<file path="config.mk">
export PLATFORM = sky130hd
export DESIGN_NAME = pong_game_ctrl
export DESIGN_NICKNAME = d
export VERILOG_FILES = /design/src/rtl/pong_pkg.sv /design/src/rtl/joy_sync.sv /design/src/rtl/pong_game_ctrl.sv
export SDC_FILE = /design/constraint.sdc
export NUM_CORES = 1
export LEC_CHECK = 0
export ABC_AREA = 0
export BUFFER_PORTS_ARGS = -buffer_cell sky130_fd_sc_hd__buf_2
export CORE_ASPECT_RATIO = 2
export CORE_MARGIN = 2
export CORE_UTILIZATION = 45
export DETAILED_ROUTE_END_ITERATION = 10
export PLACE_DENSITY_LB_ADDON = 0.05
export SLEW_MARGIN = 25
export SYNTH_ARGS = -nofsm -noshare
export SYNTH_HDL_FRONTEND = slang
export SYNTH_SLANG_ARGS = --single-unit
</file>
<file path="constraint.sdc">
create_clock -name clk -period 9.1 [get_ports clk]
set_clock_uncertainty 0.1 [all_clocks]
set_input_delay 0.91 -clock clk [delete_from_list [all_inputs] [get_ports clk]]
set_output_delay 0.91 -clock clk [all_outputs]
set_load 0.05 [all_outputs]
</file>
<file path="src/rtl/pong_pkg.sv">
// pong_pkg: shared geometry and rule constants, state encoding and small
// arithmetic helpers for the pong game controller. All pixel quantities are
// 11-bit signed so that intermediate results may go negative without wrapping.
package pong_pkg;

  // Screen, sprite and speed parameters (pixels, pixels per frame).
  localparam logic signed [10:0] H_ACTIVE = 11'sd640;
  localparam logic signed [10:0] V_ACTIVE = 11'sd480;
  localparam logic signed [10:0] PADDLE_H = 11'sd64;
  localparam logic signed [10:0] PADDLE_W = 11'sd8;
  localparam logic signed [10:0] BALL_SZ  = 11'sd8;
  localparam logic signed [10:0] BALL_SPD = 11'sd2;
  localparam logic signed [10:0] PAD_STEP = 11'sd4;
  localparam logic signed [10:0] AI_STEP  = 11'sd3;

  // Game rules.
  localparam logic [3:0] WIN_SCORE    = 4'd9;
  localparam logic [5:0] SERVE_FRAMES = 6'd30;
  localparam logic [5:0] POINT_FRAMES = 6'd60;

  // Derived positions: paddle faces, centred ball/paddle, paddle travel limit.
  localparam logic signed [10:0] L_FACE    = 11'sd16 + PADDLE_W;
  localparam logic signed [10:0] R_FACE    = H_ACTIVE - 11'sd24 - BALL_SZ;
  localparam logic signed [10:0] BALL_X0   = (H_ACTIVE - BALL_SZ) / 11'sd2;
  localparam logic signed [10:0] BALL_Y0   = (V_ACTIVE - BALL_SZ) / 11'sd2;
  localparam logic signed [10:0] PAD_Y0    = (V_ACTIVE - PADDLE_H) / 11'sd2;
  localparam logic signed [10:0] PAD_MAX   = V_ACTIVE - PADDLE_H;
  localparam logic signed [10:0] BALL_HALF = BALL_SZ / 11'sd2;
  localparam logic signed [10:0] PAD_HALF  = PADDLE_H / 11'sd2;

  typedef enum logic [2:0] {
    ST_IDLE  = 3'd0,
    ST_SERVE = 3'd1,
    ST_PLAY  = 3'd2,
    ST_POINT = 3'd3,
    ST_OVER  = 3'd4
  } game_state_t;

  // Keep a paddle top inside [0, PAD_MAX].
  function automatic logic signed [10:0] clamp_pad(input logic signed [10:0] y);
    logic signed [10:0] r;
    if (y < 11'sd0) r = 11'sd0;
    else if (y > PAD_MAX) r = PAD_MAX;
    else r = y;
    return r;
  endfunction

  // Score increment that saturates at WIN_SCORE.
  function automatic logic [3:0] score_inc(input logic [3:0] s);
    logic [3:0] r;
    if (s >= WIN_SCORE) r = WIN_SCORE;
    else r = s + 4'd1;
    return r;
  endfunction

endpackage

</file>
<file path="src/rtl/joy_sync.sv">
// joy_sync: two-flop synchronizers for the raw joystick buttons plus a
// rising-edge detector on select.
// Ports: clk, rst_n (async active-low); joy_up/joy_down/joy_select raw inputs;
//        up_s/down_s synchronized levels; sel_p one-cycle select press pulse.
module joy_sync (
  input  logic clk,
  input  logic rst_n,
  input  logic joy_up,
  input  logic joy_down,
  input  logic joy_select,
  output logic up_s,
  output logic down_s,
  output logic sel_p
);

  logic [2:0] meta_r;
  logic [2:0] sync_r;
  logic       sel_d_r;

  // Two-stage synchronizer chain and delayed select for edge detection.
  always_ff @(posedge clk or negedge rst_n) begin
    if (!rst_n) begin
      meta_r  <= 3'b000;
      sync_r  <= 3'b000;
      sel_d_r <= 1'b0;
    end else begin
      meta_r  <= {joy_select, joy_down, joy_up};
      sync_r  <= meta_r;
      sel_d_r <= sync_r[2];
    end
  end

  assign up_s   = sync_r[0];
  assign down_s = sync_r[1];
  assign sel_p  = sync_r[2] & ~sel_d_r;

endmodule

</file>
<file path="src/rtl/pong_game_ctrl.sv">
// pong_game_ctrl: game FSM, ball physics, player/AI paddles and scoring for a
// 640x480 pong game. Positions and scores advance only on frame_tick.
// Ports: clk, rst_n (async active-low), frame_tick (per-frame pulse),
//        joy_up/joy_down/joy_select (raw buttons);
//        ball_x/ball_y ball top-left, pad_l_y/pad_r_y paddle tops,
//        score_l/score_r scores, game_state current FSM state.
module pong_game_ctrl
  import pong_pkg::*;
(
  input  logic       clk,
  input  logic       rst_n,
  input  logic       frame_tick,
  input  logic       joy_up,
  input  logic       joy_down,
  input  logic       joy_select,
  output logic [9:0] ball_x,
  output logic [9:0] ball_y,
  output logic [9:0] pad_l_y,
  output logic [9:0] pad_r_y,
  output logic [3:0] score_l,
  output logic [3:0] score_r,
  output logic [2:0] game_state
);

  logic up_s, down_s, sel_p_s;

  joy_sync u_sync (
    .clk        (clk),
    .rst_n      (rst_n),
    .joy_up     (joy_up),
    .joy_down   (joy_down),
    .joy_select (joy_select),
    .up_s       (up_s),
    .down_s     (down_s),
    .sel_p      (sel_p_s)
  );

  game_state_t state_r, state_n;
  logic signed [10:0] bx_r, by_r, pl_r, pr_r;
  logic signed [10:0] bx_n, by_n, pl_n, pr_n;
  logic [3:0] sl_r, sr_r, sl_n, sr_n;
  logic [5:0] cnt_r, cnt_n;
  // Direction flags: dx 1 = right, dy 1 = down, dir 1 = serve to the right.
  logic dx_r, dy_r, dir_r, dx_n, dy_n, dir_n;

  logic signed [10:0] pl_mv_s, pr_mv_s, by_mv_s, ai_diff_s;
  logic dy_mv_s, hit_l_s, hit_r_s, miss_l_s, miss_r_s;

  // Candidate paddle positions for this frame (player joystick, AI tracking).
  always_comb begin
    pl_mv_s = pl_r;
    if (up_s && !down_s) pl_mv_s = clamp_pad(pl_r - PAD_STEP);
    else if (down_s && !up_s) pl_mv_s = clamp_pad(pl_r + PAD_STEP);
    else pl_mv_s = pl_r;
    // Positive diff: ball centre lies below paddle centre.
    ai_diff_s = (by_r + BALL_HALF) - (pr_r + PAD_HALF);
    if (ai_diff_s >= AI_STEP) pr_mv_s = clamp_pad(pr_r + AI_STEP);
    else if (ai_diff_s <= -AI_STEP) pr_mv_s = clamp_pad(pr_r - AI_STEP);
    else pr_mv_s = pr_r;
  end

  // Candidate vertical motion with wall bounce, plus paddle-hit and miss detection.
  always_comb begin
    by_mv_s = by_r;
    dy_mv_s = dy_r;
    if (!dy_r && (by_r < BALL_SPD)) begin
      by_mv_s = 11'sd0;
      dy_mv_s = 1'b1;
    end else if (dy_r && (by_r + BALL_SZ + BALL_SPD > V_ACTIVE)) begin
      by_mv_s = V_ACTIVE - BALL_SZ;
      dy_mv_s = 1'b0;
    end else if (dy_r) begin
      by_mv_s = by_r + BALL_SPD;
    end else begin
      by_mv_s = by_r - BALL_SPD;
    end
    // A hit needs the ball to cross the face this frame while overlapping the paddle.
    hit_l_s  = !dx_r && (bx_r >= L_FACE) && (bx_r - BALL_SPD < L_FACE) &&
               (by_r + BALL_SZ > pl_r) && (by_r < pl_r + PADDLE_H);
    hit_r_s  = dx_r && (bx_r <= R_FACE) && (bx_r + BALL_SPD > R_FACE) &&
               (by_r + BALL_SZ > pr_r) && (by_r < pr_r + PADDLE_H);
    miss_l_s = !dx_r && (bx_r < BALL_SPD);
    miss_r_s = dx_r && (bx_r + BALL_SZ + BALL_SPD > H_ACTIVE);
  end

  // Next-state and datapath update for the game FSM.
  always_comb begin
    state_n = state_r;
    cnt_n   = cnt_r;
    bx_n    = bx_r;
    by_n    = by_r;
    pl_n    = pl_r;
    pr_n    = pr_r;
    sl_n    = sl_r;
    sr_n    = sr_r;
    dx_n    = dx_r;
    dy_n    = dy_r;
    dir_n   = dir_r;
    case (state_r)
      ST_IDLE: begin
        bx_n = BALL_X0;
        by_n = BALL_Y0;
        // A coincident frame_tick is deliberately not counted here.
        if (sel_p_s) begin
          state_n = ST_SERVE;
          cnt_n   = 6'd0;
          sl_n    = 4'd0;
          sr_n    = 4'd0;
        end else begin
          state_n = ST_IDLE;
        end
      end
      ST_SERVE: begin
        bx_n = BALL_X0;
        by_n = BALL_Y0;
        if (frame_tick) begin
          pl_n = pl_mv_s;
          if (cnt_r == SERVE_FRAMES - 6'd1) begin
            state_n = ST_PLAY;
            cnt_n   = 6'd0;
            dx_n    = dir_r;
            dy_n    = 1'b1;
          end else begin
            cnt_n = cnt_r + 6'd1;
          end
        end else begin
          cnt_n = cnt_r;
        end
      end
      ST_PLAY: begin
        if (frame_tick) begin
          pl_n = pl_mv_s;
          pr_n = pr_mv_s;
          by_n = by_mv_s;
          dy_n = dy_mv_s;
          if (hit_l_s) begin
            bx_n = L_FACE;
            dx_n = 1'b1;
          end else if (hit_r_s) begin
            bx_n = R_FACE;
            dx_n = 1'b0;
          end else if (miss_l_s) begin
            sr_n    = score_inc(sr_r);
            dir_n   = 1'b0;
            state_n = ST_POINT;
            cnt_n   = 6'd0;
          end else if (miss_r_s) begin
            sl_n    = score_inc(sl_r);
            dir_n   = 1'b1;
            state_n = ST_POINT;
            cnt_n   = 6'd0;
          end else if (dx_r) begin
            bx_n = bx_r + BALL_SPD;
          end else begin
            bx_n = bx_r - BALL_SPD;
          end
        end else begin
          state_n = ST_PLAY;
        end
      end
      ST_POINT: begin
        // A winning score ends the game on the next clock, without a frame_tick.
        if ((sl_r == WIN_SCORE) || (sr_r == WIN_SCORE)) begin
          state_n = ST_OVER;
        end else if (frame_tick) begin
          if (cnt_r == POINT_FRAMES - 6'd1) begin
            state_n = ST_SERVE;
            cnt_n   = 6'd0;
            bx_n    = BALL_X0;
            by_n    = BALL_Y0;
          end else begin
            cnt_n = cnt_r + 6'd1;
          end
        end else begin
          cnt_n = cnt_r;
        end
      end
      ST_OVER: begin
        if (sel_p_s) state_n = ST_IDLE;
        else state_n = ST_OVER;
      end
      default: begin
        state_n = ST_IDLE;
      end
    endcase
  end

  // Game state registers.
  always_ff @(posedge clk or negedge rst_n) begin
    if (!rst_n) begin
      state_r <= ST_IDLE;
      cnt_r   <= 6'd0;
      bx_r    <= BALL_X0;
      by_r    <= BALL_Y0;
      pl_r    <= PAD_Y0;
      pr_r    <= PAD_Y0;
      sl_r    <= 4'd0;
      sr_r    <= 4'd0;
      dx_r    <= 1'b0;
      dy_r    <= 1'b1;
      dir_r   <= 1'b0;
    end else begin
      state_r <= state_n;
      cnt_r   <= cnt_n;
      bx_r    <= bx_n;
      by_r    <= by_n;
      pl_r    <= pl_n;
      pr_r    <= pr_n;
      sl_r    <= sl_n;
      sr_r    <= sr_n;
      dx_r    <= dx_n;
      dy_r    <= dy_n;
      dir_r   <= dir_n;
    end
  end

  assign ball_x     = bx_r[9:0];
  assign ball_y     = by_r[9:0];
  assign pad_l_y    = pl_r[9:0];
  assign pad_r_y    = pr_r[9:0];
  assign score_l    = sl_r;
  assign score_r    = sr_r;
  assign game_state = state_r;

endmodule

</file>
==> qor.yml, run 1 <==
pwr:
  p_per_area_nw_per_um2: 199
  vdd_drop_max_mv: 0.162
  leakage_nw: 3.45
drt:
  viasPerCell: 6.27
  drt-initial-drc-count: 409
  via_count: 7388
  route.detailed.drc: 0
  totalWireLength_um: 23800
  antenna_left: 0
  wl_per_cell_um: 20.2
  firstDrtPassIters: 5
timing:
  post-route-worst-setup-slack_ps: 4750
  tightest_slew_ps: 911
  grt_setup_unrepaired: "false"
  relSlewSlack: 0.393
  finalHoldViolations: 0
  whs_ps: 246
  max_freq_ghz: 0.230
  setup_viol: 0
  report.final.slew_viol_count: 0
  min_period_ps: 4350
  period_share: 0.478
  tns_ps: 0
global_route:
  grt_max_degree: 66
  grt_pass1_wl_um: 38700
  antenna_found_initial: 0
  first_global_vias: 7443
  gr-usage-all-layers: 0.273
  grt-ovfl-total: 0
critical_path:
  crit_path_max_fanout: 12
  crit_chain: "ha_1 > nand3_1 > nor3_1 > xnor2_1 > ha_1 > nand2_1 > nor3_1 > a2111oi_1 > o211ai_1 > a2111oi_4 > nor3_2 > nor2b_1 > mux2_2"
  crit_required_ps: 9240
  critPathKind: "register to register"
  crit_buf_inv: 0
  r2r_setup_slack_ps: 4750
  crit_family: "compound AO/OA/AOI/OAI gates"
  worstPathArrival_ps: 4490
  max_stage_delay_ps: 620
  startpoint_type: "register"
  end_kind: "register"
  critPathSlowestCell: "dfrtp_1"
floorplanning:
  start_util: 0.459
  row_count: 67
  chipHeight_um: 189
  coreArea_um2: 16700
  design.die.area_um2: 18100
  die_w_um: 96.3
  ios: 57
finish:
  area_growth_pct: 5.98
  final_cell_mix: "ha_1 (78), inv_1 (72), nand2_1 (64)"
  design_area_um2: 8120
  final_common_cell: "ha_1"
  final_core_util: 0.487
  diodes: 0
  final_layout_size_suffix_gt1_frac: 0.119
  final_nets: 1054
placement:
  pre_cts_ws_ps: 4760
  dp.final_hpwl_um: 18200
  io_buffers: 52
  place_area_um2: 7820
  place_congestion: 0.948
worst_hold_path:
  hold_class: "register to register"
clocking:
  cts_made_buffers: 9
  htreeDepth: 3
  clock-root-buffer: "clkbuf_16"
  clockBufferDepth: 2
  cts_hold_buf: 0
  clk_latency_ps: 350
  post-cts-setup-buffers: 0
  cts_tree: "built"
  cts.repair.resized: 0
  cts.sinks: 65
  cts.clk_slew.worst_paths_ps: 60
synthesis:
  netlist_area_um2: 7660
  synthFlopType: "dfrtp_1"
  synth-edff-count: 0
  ys_types: 89
  ys_ff_latch: 65
  yosysWarnings: 0
  synth-async-reset-ratio: 1.00
  synthTopCellsByArea: "dfrtp_1 (16%), ha_1 (13%), dfstp_2 (5.8%)"
  yosysTopAreaCellShare: 0.157
  synthCells: 974
  yosysTopAreaCell: "dfrtp_1"
  ys_seq_area_frac: 0.215
  avgSynthCellArea_um2: 7.86
outcome:
  status: "finished, final reports clean"
run:
  maxCapViolCount: 0
## worst reg2reg max path, cell delays in order (launching register included)
cell and delay (ps):
dfrtp_1 620, ha_1 430, nand3_1 260, nor3_1 240, xnor2_1 350, ha_1 370
nand2_1 90, nor3_1 70, a2111oi_1 430, o211ai_1 220, a2111oi_4 470, nor3_2 110
nor2b_1 190, mux2_2 280
## cell usage after synthesis, types with 23 or more instances
cell type and n:
nor3_1 47, nor2_1 55, o21ai_0 32, buf_4 23, nand3_1 38, o21ai_1 27
a21oi_1 53, nand2_1 64, inv_1 72, clkbuf_1 38, dfrtp_1 48, ha_1 78
## metal layers
| metal | global-route usage | wire [µm] | up-vias |
|---|---|---|---|
| met5 | 0 | 0 | - |
| met4 | 0.148 | 1190 | 0 |
| met3 | 0.0376 | 750 | 63 |
| met2 | 0.496 | 13000 | 200 |
| met1 | 0.293 | 8890 | 3546 |
| li1 | - | - | 3579 |
## power by group
| part | total, mW | internal [mW] | switching (mW) |
|---|---|---|---|
| registers | 0.462 | 0.336 | 0.126 |
| clock network | 0.360 | 0.213 | 0.147 |
| logic | 0.791 | 0.284 | 0.507 |
| total | 1.61 | 0.833 | 0.780 |
## sequential cells by signal (all words and copies together) (netlist names)
signal	cells
dir_r	1
u_sync.sel_d_r	1
by_r	10
u_sync.meta_r	3
dx_r	1
cnt_r	6
u_sync.sync_r	3
score_l	4
game_state	3
dy_r	1
pr_r	10
pl_r	8
bx_r	10
score_r	4
## metrics by stage
step | cells | power (mW)
after CTS | 1179 | 1.62
after global placement | 1163 | 1.25
after global routing | 1179 | 1.74
final | 1179 | 1.61
after detailed placement | 1163 | 1.25
after floorplan | 977 | 1.07
## worst paths after layout
kind | from | end | cells after the start
hold / removal | u_sync.meta_r[0] | u_sync.sync_r[0] | 0
max in group asynchronous | rst_n | pr_r[0] | 2
setup reg to reg | by_r[4] | bx_r[1] | 13
setup / recovery | by_r[4] | bx_r[1] | 13
hold reg to reg | u_sync.meta_r[0] | u_sync.sync_r[0] | 0
min in group asynchronous | rst_n | u_sync.meta_r[1] | 2
## layout make-up
class | instances | area [µm²]
Fill cell | 1682 | 8560
Multi-Input combinational cell | 760 | 5340
Sequential cell | 65 | 1650
Timing Repair Buffer | 56 | 290
Inverter | 75 | 282
Tap cell | 207 | 259
Clock buffer | 10 | 229
Clock inverter | 6 | 67.6
## cell families after synthesis
group,count (synthesis),synth area share
adders and majority gates,81,0.135
muxes,2,0.00294
xor gates and xnor gates,26,0.0297
AOI/OAI and AO/OA,299,0.284
DFF,65,0.215
buffers and inverters,152,0.0889
other,1,0.000490
and+or+nand+nor,348,0.244
Power figures use the tool's default switching activity.
==> inputs of run 2 (changes only) <==
Clock period 9.1 ns to 4.5 ns, I/O delays scaled along.
==> qor.yml, run 2 (synthesized netlist as in run 1, its figures left out) <==
outcome:
  status: "finished, final reports clean"
timing:
  whs_ps: 101
  finalHoldViolations: 0
  relSlewSlack: 0.380
  report.final.slew_viol_count: 0
  min_period_ps: 4180
  setup_viol: 0
  period_share: 0.929
  grt_setup_unrepaired: "false"
  post-route-worst-setup-slack_ps: 321
  tightest_slew_ps: 930
  tns_ps: 0
  max_freq_ghz: 0.239
floorplanning:
  chipHeight_um: 189
  die_w_um: 96.3
  design.die.area_um2: 18100
  start_util: 0.459
  row_count: 67
  coreArea_um2: 16700
  ios: 57
placement:
  io_buffers: 52
  pre_cts_ws_ps: 263
  placedCellCount: 1182
  place_area_um2: 7960
  place_congestion: 0.928
  dp.final_hpwl_um: 18600
clocking:
  cts_hold_buf: 0
  cts_made_buffers: 9
  cts.clk_slew.worst_paths_ps: 60
  clk_latency_ps: 350
  post-cts-setup-buffers: 0
  cts_tree: "built"
  cts.sinks: 65
  clock-root-buffer: "clkbuf_16"
  htreeDepth: 3
  clockBufferDepth: 2
  cts.repair.resized: 0
finish:
  area_growth_pct: 8.27
  design_area_um2: 8290
  reg_top3: "bx_r (10), by_r (10), pr_r (10)"
  final_nets: 1073
  final_layout_size_suffix_gt1_frac: 0.137
  final_core_util: 0.497
  final_cell_mix: "ha_1 (78), inv_1 (72), nand2_1 (64)"
  finalNonFillerCells: 1198
  final_common_cell: "ha_1"
  diodes: 0
critical_path:
  worstPathArrival_ps: 4310
  crit_path_max_fanout: 12
  crit_required_ps: 4630
  critPathKind: "register to register"
  end_kind: "register"
  startpoint_type: "register"
run:
  maxCapViolCount: 0
drt:
  drt-initial-drc-count: 293
  firstDrtPassIters: 4
  totalWireLength_um: 24000
  antenna_left: 0
  via_count: 7512
  wl_per_cell_um: 20.0
  route.detailed.drc: 0
  viasPerCell: 6.27
pwr:
  p_per_area_nw_per_um2: 409
  vdd_drop_max_mv: 0.247
  power_mw: 3.40
  leakage_nw: 3.56
global_route:
  first_global_vias: 7366
  grt_pass1_wl_um: 38500
  gr-usage-all-layers: 0.275
  antenna_found_initial: 0
  grt-ovfl-total: 0
  grt_max_degree: 66
worst_hold_path:
  hold_class: "input port to register"
==> run 2: changes by cell type in the layout (fill, tap and decap cells not counted), sizes merged <==
cell,previous run,this run
clkinvlp,2,1
bufinv,1,2
buf,56,75
==> run 2: worst max-delay path, stage by stage, from the launching register on <==
cell and delay (ps):
dfstp_2 660, ha_1 390, nand3_1 250, nor3_1 230, xnor2_1 290, ha_1 350
nand2_1 70, nor3_1 50, a2111oi_1 440, o211ai_1 220, a2111oi_4 420, nor3_2 120
nor2b_1 190, mux2_2 290
==> run 2: layout make-up <==
type,instances,area [µm²]
fillers,1683,8390
clock inverters,6,90.1
multi-input cells,760,5340
inverters,75,282
well taps,207,259
flip-flops and latches,65,1650
repair buffers,75,433
clock buffers,10,239
==> run 2: routing by layer <==
layer,vias up,global-route usage,share of wire
met4,0,0.157,0.050
met2,196,0.493,0.55
li1,3627,-,-
met3,69,0.0280,0.024
met5,-,0,0
met1,3620,0.301,0.38
==> run 2: final timing paths <==
path | from | to | slack, ps | cells after the start
worst max-delay path | by_r[3] | bx_r[1] | 320 | 13
worst min register to register | u_sync.meta_r[0] | u_sync.sync_r[0] | 240 | 0
min in group asynchronous | rst_n | bx_r[6] | 200 | 2
max in group asynchronous | rst_n | pr_r[2] | 3470 | 2
worst min-delay path | joy_select | u_sync.meta_r[2] | 100 | 1
worst max register to register | by_r[3] | bx_r[1] | 320 | 13
==> run 2: power breakdown <==
group	leakage, nW	internal [mW]	total [mW]	switching [mW]
logic	2.61	0.606	1.71	1.10
clock network	0.159	0.502	0.803	0.300
registers	0.794	0.680	0.885	0.205
total	3.56	1.79	3.40	1.61
==> inputs of run 3 (changes only) <==
Settings changed: RECOVER_POWER set to 25.
==> qor.yml, run 3 (synthesized netlist as in run 1, its figures left out) <==
outcome:
  status: "finished, violations left"
  violations: "max-capacitance violations, max-slew violations"
pwr:
  power_mw: 3.40
  leakage_nw: 3.56
  p_per_area_nw_per_um2: 410
  vdd_drop_max_mv: 0.247
critical_path:
  worstPathArrival_ps: 4310
  crit_chain: "ha_1 > nand3_1 > nor3_1 > xnor2_1 > ha_1 > nand2_1 > nor3_1 > a2111oi_1 > o211ai_1 > a2111oi_4 > nor3_2 > nor2b_1 > mux2_2"
  startpoint_type: "register"
  r2r_cells: 13
  crit_required_ps: 4630
  crit_buf_inv: 0
  end_kind: "register"
  crit_family: "compound AO/OA/AOI/OAI gates"
  reg2reg_from: "by_r[3]"
  critPathSlowestCell: "dfstp_2"
  r2r_setup_slack_ps: 320
  crit_path_max_fanout: 12
  r2r-end: "bx_r[1]"
  max_stage_delay_ps: 660
  critPathKind: "register to register"
timing:
  period_share: 0.929
  report.final.slew_viol_count: 66
  grt_setup_unrepaired: "false"
  finalHoldViolations: 0
  setup_viol: 0
  relSlewSlack: -0.200
  tns_ps: 0
  max_freq_ghz: 0.239
  tightest_slew_ps: 1800
  min_period_ps: 4180
clocking:
  cts.clk_slew.worst_paths_ps: 60
  htreeDepth: 3
  clock-root-buffer: "clkbuf_16"
  cts.sinks: 65
  clk_latency_ps: 350
  cts_tree: "built"
  cts_hold_buf: 0
  clockBufferDepth: 2
  cts.repair.resized: 0
  post-cts-setup-buffers: 0
  cts_made_buffers: 9
floorplanning:
  design.die.area_um2: 18100
  chipHeight_um: 189
  start_util: 0.459
  coreArea_um2: 16700
  ios: 57
  die_w_um: 96.3
  row_count: 67
worst_hold_path:
  min_from: "joy_select"
  hold_path_end: "u_sync.meta_r[2]"
  hold_class: "input port to register"
  hold_depth: 1
global_route:
  grt-ovfl-total: 0
  grt_max_degree: 66
  antenna_found_initial: 0
  gr-usage-all-layers: 0.275
  grt_pass1_wl_um: 38500
  first_global_vias: 7366
run:
  maxCapViolCount: 1
drt:
  firstDrtPassIters: 4
  wl_per_cell_um: 20.0
  via_count: 7512
  antenna_left: 0
  totalWireLength_um: 24000
  viasPerCell: 6.27
  route.detailed.drc: 0
  drt-initial-drc-count: 293
placement:
  place_congestion: 0.928
  io_buffers: 52
  dp.final_hpwl_um: 18600
finish:
  regArea_um2: 1650
  reg_top3: "bx_r (10), by_r (10), pr_r (10)"
  final_nets: 1073
  multiInputGateArea_um2: 5340
  diodes: 0
  final_common_cell: "ha_1"
  area_growth_pct: 8.23
  final_cell_mix: "ha_1 (78), inv_1 (72), nand2_1 (64)"
  final_layout_size_suffix_gt1_frac: 0.137
  fillers: 1683
==> run 3: cell count changes in the layout (fill, tap and decap cells not counted) <==
| cell | previous run | this run |
|---|---|---|
| clkbuf_2 | 0 | 1 |
| buf_4 | 23 | 22 |
==> run 3: how the worst max path moves through the flow <==
stage	depth (start not counted)	to	startpoint	slack, ps
after global routing	13	bx_r[1]	by_r[3]	20
final	13	bx_r[1]	by_r[3]	320
after CTS	13	bx_r[1]	by_r[3]	230
after global placement	13	bx_r[1]	by_r[3]	410
after detailed placement	13	bx_r[1]	by_r[3]	260
after floorplan	15	pr_r[2]	pr_r[3]	570
==> run 3: cell type report <==
class,instances,share of cell area
clock buffer,10,0.0288
inverter,75,0.0340
clock inverter,6,0.0109
timing repair buffer,75,0.0519
sequential,65,0.199
multi-input combinational,760,0.644
tap,207,0.0312
==> run 3: power by group <==
part / internal, mW / switching (mW)
Clock: 0.502 / 0.300
Combinational: 0.605 / 1.10
Sequential: 0.680 / 0.205
Total: 1.79 / 1.61
==> run 3: worst reg2reg max path, stage by stage, from the launching register on <==
cell,delay (ps)
dfstp_2,660
ha_1,390
nand3_1,250
nor3_1,230
xnor2_1,290
ha_1,350
nand2_1,70
nor3_1,50
a2111oi_1,440
o211ai_1,220
a2111oi_4,420
nor3_2,120
nor2b_1,190
mux2_2,290
==> run 3: through the flow <==
step	util	instances	hold WS [ps]	setup slack, ps	cell area [µm²]
global route	0.497	1198	91.7	21.2	8290
CTS	0.497	1198	90.7	235	8290
global placement	0.477	1182	231	414	7960
floorplan	-	977	54.4	571	7670
detailed placement	0.477	1182	237	263	7960
finish	0.497	1198	101	321	8290
==> run 3: routing by layer <==
| layer | vias to the layer above | track usage | part of all wire |
|---|---|---|---|
| li1 | 3627 | - | - |
| met1 | 3620 | 0.301 | 0.38 |
| met2 | 196 | 0.493 | 0.55 |
| met3 | 69 | 0.0280 | 0.024 |
| met4 | 0 | 0.157 | 0.050 |
| met5 | - | 0 | 0 |
